===== src/rtl/uart_tx_scheduler.sv =====
// Round-robin scheduler sharing one UART transmitter among NUM_REQ frame requesters.
// Define UART_SCHED_FIXED_PRIO_EN to replace round-robin with fixed priority (requester 0 highest).
module uart_tx_scheduler #(
  parameter int NUM_REQ       = 4,
  parameter int CHAR_NR       = 8,
  parameter int GAP_CYCLES    = 16,
  parameter int START_TIMEOUT = 64
) (
  input  logic                          clk,
  input  logic                          rst,
  input  logic                          clr_i,
  input  logic [NUM_REQ-1:0]            req_i,
  input  logic [NUM_REQ*CHAR_NR*8-1:0]  char_array_i,
  output logic [NUM_REQ-1:0]            grant_o,
  output logic [NUM_REQ-1:0]            done_o,
  output logic [CHAR_NR*8-1:0]          uart_char_array_o,
  output logic                          uart_update_o,
  input  logic                          uart_busy_i,
  output logic                          active_o,
  output logic                          err_o
);

  localparam int FW = CHAR_NR * 8;
  localparam int PW = (NUM_REQ > 1) ? $clog2(NUM_REQ) : 1;
  localparam int GW = $clog2(GAP_CYCLES) + 1;
  localparam int TW = $clog2(START_TIMEOUT) + 1;
  localparam logic [NUM_REQ-1:0] ONE = NUM_REQ'(1);

  typedef enum logic [1:0] {
    S_IDLE,
    S_WAIT_START,
    S_WAIT_DONE,
    S_GAP
  } state_t;

  state_t              r_state;
  logic [PW-1:0]       r_winner;
  logic [GW-1:0]       r_gapCnt;
  logic [TW-1:0]       r_toCnt;
  logic [PW-1:0]       w_winner;
  logic                w_found;
  logic                w_grant;

  assign w_grant  = (r_state == S_IDLE) && w_found && !uart_busy_i && !clr_i;
  assign active_o = (r_state != S_IDLE);

`ifdef UART_SCHED_FIXED_PRIO_EN
  // Downward scan so the lowest set index is the last one written.
  always_comb begin
    w_winner = '0;
    w_found  = 1'b0;
    for (int i = NUM_REQ - 1; i >= 0; i--) begin
      if (req_i[i]) begin
        w_winner = PW'(i);
        w_found  = 1'b1;
      end
    end
  end
`else
  localparam int SW = PW + 1;

  logic [PW-1:0] r_ptr;
  logic [SW-1:0] w_sum;

  always_comb begin
    w_winner = '0;
    w_found  = 1'b0;
    w_sum    = '0;
    for (int i = 0; i < NUM_REQ; i++) begin
      w_sum = {1'b0, r_ptr} + SW'(i);
      if (w_sum >= SW'(NUM_REQ)) w_sum = w_sum - SW'(NUM_REQ);
      if (!w_found && req_i[w_sum[PW-1:0]]) begin
        w_winner = w_sum[PW-1:0];
        w_found  = 1'b1;
      end
    end
  end

  always_ff @(posedge clk or posedge rst) begin
    if (rst) begin
      r_ptr <= '0;
    end else if (clr_i) begin
      r_ptr <= '0;
    end else if (w_grant) begin
      r_ptr <= (w_winner == PW'(NUM_REQ - 1)) ? '0 : w_winner + PW'(1);
    end
  end
`endif

  always_ff @(posedge clk or posedge rst) begin
    if (rst) begin
      r_state           <= S_IDLE;
      r_winner          <= '0;
      r_gapCnt          <= '0;
      r_toCnt           <= '0;
      grant_o           <= '0;
      done_o            <= '0;
      uart_char_array_o <= '0;
      uart_update_o     <= 1'b0;
      err_o             <= 1'b0;
    end else if (clr_i) begin
      // Abort keeps the last frame on the transmitter bus.
      r_state       <= S_IDLE;
      r_gapCnt      <= '0;
      r_toCnt       <= '0;
      grant_o       <= '0;
      done_o        <= '0;
      uart_update_o <= 1'b0;
      err_o         <= 1'b0;
    end else begin
      grant_o <= '0;
      done_o  <= '0;
      case (r_state)
        S_IDLE: begin
          if (w_grant) begin
            uart_char_array_o <= char_array_i[w_winner*FW +: FW];
            grant_o           <= ONE << w_winner;
            uart_update_o     <= 1'b1;
            r_winner          <= w_winner;
            r_toCnt           <= '0;
            r_state           <= S_WAIT_START;
          end
        end
        S_WAIT_START: begin
          if (uart_busy_i) begin
            uart_update_o <= 1'b0;
            r_state       <= S_WAIT_DONE;
          end else if (r_toCnt == TW'(START_TIMEOUT - 1)) begin
            err_o         <= 1'b1;
            uart_update_o <= 1'b0;
            r_gapCnt      <= GW'(GAP_CYCLES);
            r_state       <= (GAP_CYCLES == 0) ? S_IDLE : S_GAP;
          end else begin
            r_toCnt <= r_toCnt + TW'(1);
          end
        end
        S_WAIT_DONE: begin
          if (!uart_busy_i) begin
            done_o   <= ONE << r_winner;
            r_gapCnt <= GW'(GAP_CYCLES);
            r_state  <= (GAP_CYCLES == 0) ? S_IDLE : S_GAP;
          end
        end
        S_GAP: begin
          if (r_gapCnt == '0) r_state <= S_IDLE;
          else                r_gapCnt <= r_gapCnt - GW'(1);
        end
        default: r_state <= S_IDLE;
      endcase
    end
  end

endmodule


===== config.mk =====
export PLATFORM = sky130hd
export DESIGN_NAME = uart_tx_scheduler
export DESIGN_NICKNAME = d
export VERILOG_FILES = /design/src/rtl/uart_tx_scheduler.sv
export SDC_FILE = /design/constraint.sdc
export NUM_CORES = 1
export LEC_CHECK = 0
export ABC_AREA = 0
export BUFFER_PORTS_ARGS = -buffer_cell sky130_fd_sc_hd__buf_2
export CORE_UTILIZATION = 30
export CTS_BUF_LIST = sky130_fd_sc_hd__clkbuf_16
export DETAILED_ROUTE_END_ITERATION = 7
export GPL_TIMING_DRIVEN = 0
export SLEW_MARGIN = 0
export SYNTH_ARGS = -nofsm -noshare
export SYNTH_HDL_FRONTEND = slang
export SYNTH_SLANG_ARGS = --single-unit

===== constraint.sdc =====
create_clock -name clk -period 4.2 [get_ports clk]
set_clock_uncertainty 0.15 [all_clocks]
set_input_delay 0.63 -clock clk [delete_from_list [all_inputs] [get_ports clk]]
set_output_delay 0.63 -clock clk [all_outputs]
set_load 0.03 [all_outputs]

==> impl_metrics.toml <==
[die]
io_pins = 339
rows = 49
die_w_microns = 138
dieArea_sq_um = 19200
die_y_microns = 138
core_sq_um = 18100
start_util_pct = 30.9

[finish]
drive_gt1_share_pct = 44.9
final_util_pct = 43.8
nFillCells = 1796
stdcell_count = 1114
final_cell_area_sq_um = 7920
synthToLayoutAreaGrowth_pct = 41.8
layout.nets = 1154

[power_and_ir_drop]
pwr-share-comb_pct = 51.9
swShare_pct = 44.5
total_power_mw = 4.74
p_switching_mw = 2.11
p_per_area_nw_per_um2 = 599
seqPwrFrac_pct = 29.5
clockPowerShare_pct = 18.6
vdd_drop_max_uv = 211
intPower_mw = 2.63
p_leak_nw = 4.46

[routing]
postRouteAntennaNets = 0
routedWlPerCell_microns = 17.1
vias = 5501
routed_wl_microns = 19000
viasPerCell = 4.94
firstDrtPassIters = 6
drc = 44
drt_iter0_markers = 253

[synth]
ys_ff_latch = 92
async_flop_share_pct = 100
syn_area_per_cell_sq_um = 10.6
synthesis.nets = 804
synthFlopType = "dfrtp_1"
netlist-cell-type-count = 51
netlist_area_sq_um = 5590
synth_edf_count = 0
synth_cells = 529
synth_warnings = 0
ys_seq_area_share_pct = 41.2

[placement]
port_buffers = 338
dpl_worst_slack_ns = 1.23
dpl.cell_count = 1097
gp_congestion = 0.824
place_area_sq_um = 7590
dp_hpwl_microns = 15300

[clock_network]
cts_sinks = 92
cts_tree = "built"
cts.htree.levels = 3
cts_resized = 0
cts_buffer_depth = 2
cts_setup_buffers = 0
hold_buffers = 0
cts_buffers = 9
clock-root-buffer = "clkbuf_16"
clk_latency_ns = 0.34
cts.clk_slew.worst_paths_ns = 0.07

[global_routing]
antenna_found_initial = 1
grt_max_degree = 48
grt_pass1_vias = 5457
grt_pass1_wl_microns = 29500
grt_overflow = 0
grt.total_usage_pct = 19.9

[sta]
finalSetupViolations = 0
fin_crit_ns = 2.81
holdWs_ns = 0.203
finalHoldViolations = 0
worstMarginPinSlew_ns = 0.678
setup_tns_ns = 0
fmax_mhz = 356
relSlewSlack_pct = 54.8
finalCritPeriodShare_pct = 66.9
grt_setup_unrepaired = "false"
slew_violations = 0
fin_ws_ns = 1.39

[setup_path]
crit_path_max_fanout = 10
cp-end-kind = "register"
start_kind = "register"
cp.required_ns = 4.29
critPathKind = "register to register"
cp.arrival_ns = 2.90

[hold_path]
hold_class = "input port to async pin"

[outcome]
violations = "DRC"
status = "complete, but fails checks"

[run]
maxCapViolations = 0
-- cell usage after synthesis (2+ instances only) --
master	number	area share, %
a211oi_1	2	0.27
a21oi_1	4	0.36
and2_1	4	0.45
buf_2	12	1.1
buf_6	13	2.6
clkbuf_1	11	0.74
dfrtp_1	92	41
ha_1	11	2.5
inv_1	9	0.60
inv_2	3	0.20
mux2i_1	131	23
nand2_1	84	5.6
nand2_2	2	0.22
nand2b_1	2	0.22
nand3_1	9	0.81
nor2_1	18	1.2
nor2b_1	5	0.56
nor3_1	7	0.63
o21ai_0	4	0.36
o21ai_1	7	0.63
o221ai_1	63	9.9
o311ai_0	2	0.31
o31ai_1	3	0.40
or3_1	3	0.34
or4_1	2	0.27
-- worst max-delay path, stage by stage, from the launching register on --
cell	delay, ns
dfrtp_1	0.40
inv_1	0.15
ha_1	0.33
o41ai_4	0.18
nor3_2	0.49
nand2_2	0.33
clkbuf_1	0.40
o221ai_1	0.27
-- flip-flops by register name (all words and copies together) (netlist names) --
name / count
done_o: 4
r_toCnt: 7
r_gapCnt: 5
r_winner: 2
r_state: 2
uart_char_array_o: 64
err_o: 1
r_ptr: 2
uart_update_o: 1
grant_o: 4
-- final timing paths --
path,startpoint,endpoint,slack (ns),cells after the start
setup / recovery,r_state[0],uart_char_array_o[25],1.39,7
hold / removal,rst,done_o[1],0.20,2
setup reg to reg,r_state[0],uart_char_array_o[25],1.39,7
hold reg to reg,r_winner[0],done_o[2],0.33,1
max in group asynchronous,rst,uart_char_array_o[2],3.05,3
min in group clk,r_winner[0],done_o[2],0.33,1
-- kinds of logic (layout without fill, tap and decap cells) --
family / Yosys count / in the layout / synth area share, %
AND/OR/NAND/NOR: 146 / 146 / 11.8
AO/OA/AOI/OAI: 99 / 99 / 15.5
adder cells (fa/ha/maj): 11 / 11 / 2.46
other: 0 / 1 / 0
buffers and inverters: 49 / 404 / 5.38
multiplexers: 132 / 132 / 23.7
flip-flops: 92 / 92 / 41.2
-- placed cells by master (no fill, tap or decap), types with 5 or more instances in the layout --
cell type,n
buf_2,350
nor2b_1,5
buf_6,13
mux2i_1,131
clkbuf_1,11
dfrtp_1,92
clkbuf_16,9
inv_1,8
nand2_1,84
nor3_1,7
o21ai_1,7
o221ai_1,63
ha_1,11
nor2_1,18
nand3_1,9
-- power groups by stage --
stage          combinational [mW]  sequential, mW  clock (mW)
2_1_floorplan                1.13            1.98           0
3_3_place_gp                 2.47            1.40           0
3_5_place_dp                 2.49            1.40           0
4_1_cts                      2.49            1.40       0.916
5_1_grt                      2.66            1.44       0.946
6_report                     2.46            1.40       0.884
-- area by class of cell --
cell class              count  area (sq um)  area share (%)
diodes                      1          2.50          0.0316
multi-input cells         388          2980            37.7
well taps                 229           287            3.62
clock inverters             7          98.8            1.25
plain buffers              37           255            3.22
repair buffers            339          1720            21.7
flip-flops and latches     92          2300            29.1
inverters                  12          47.5           0.600
clock buffers               9           225            2.84
-- per-layer routing --
metal,global-route usage [%],wire length [microns],vias up
met5,0,0,-
li1,-,-,2695
met1,24.5,8090,2548
met4,6.98,280,0
met2,35.0,9490,241
met3,3.57,1160,17
(Power assumes the default switching activity.)
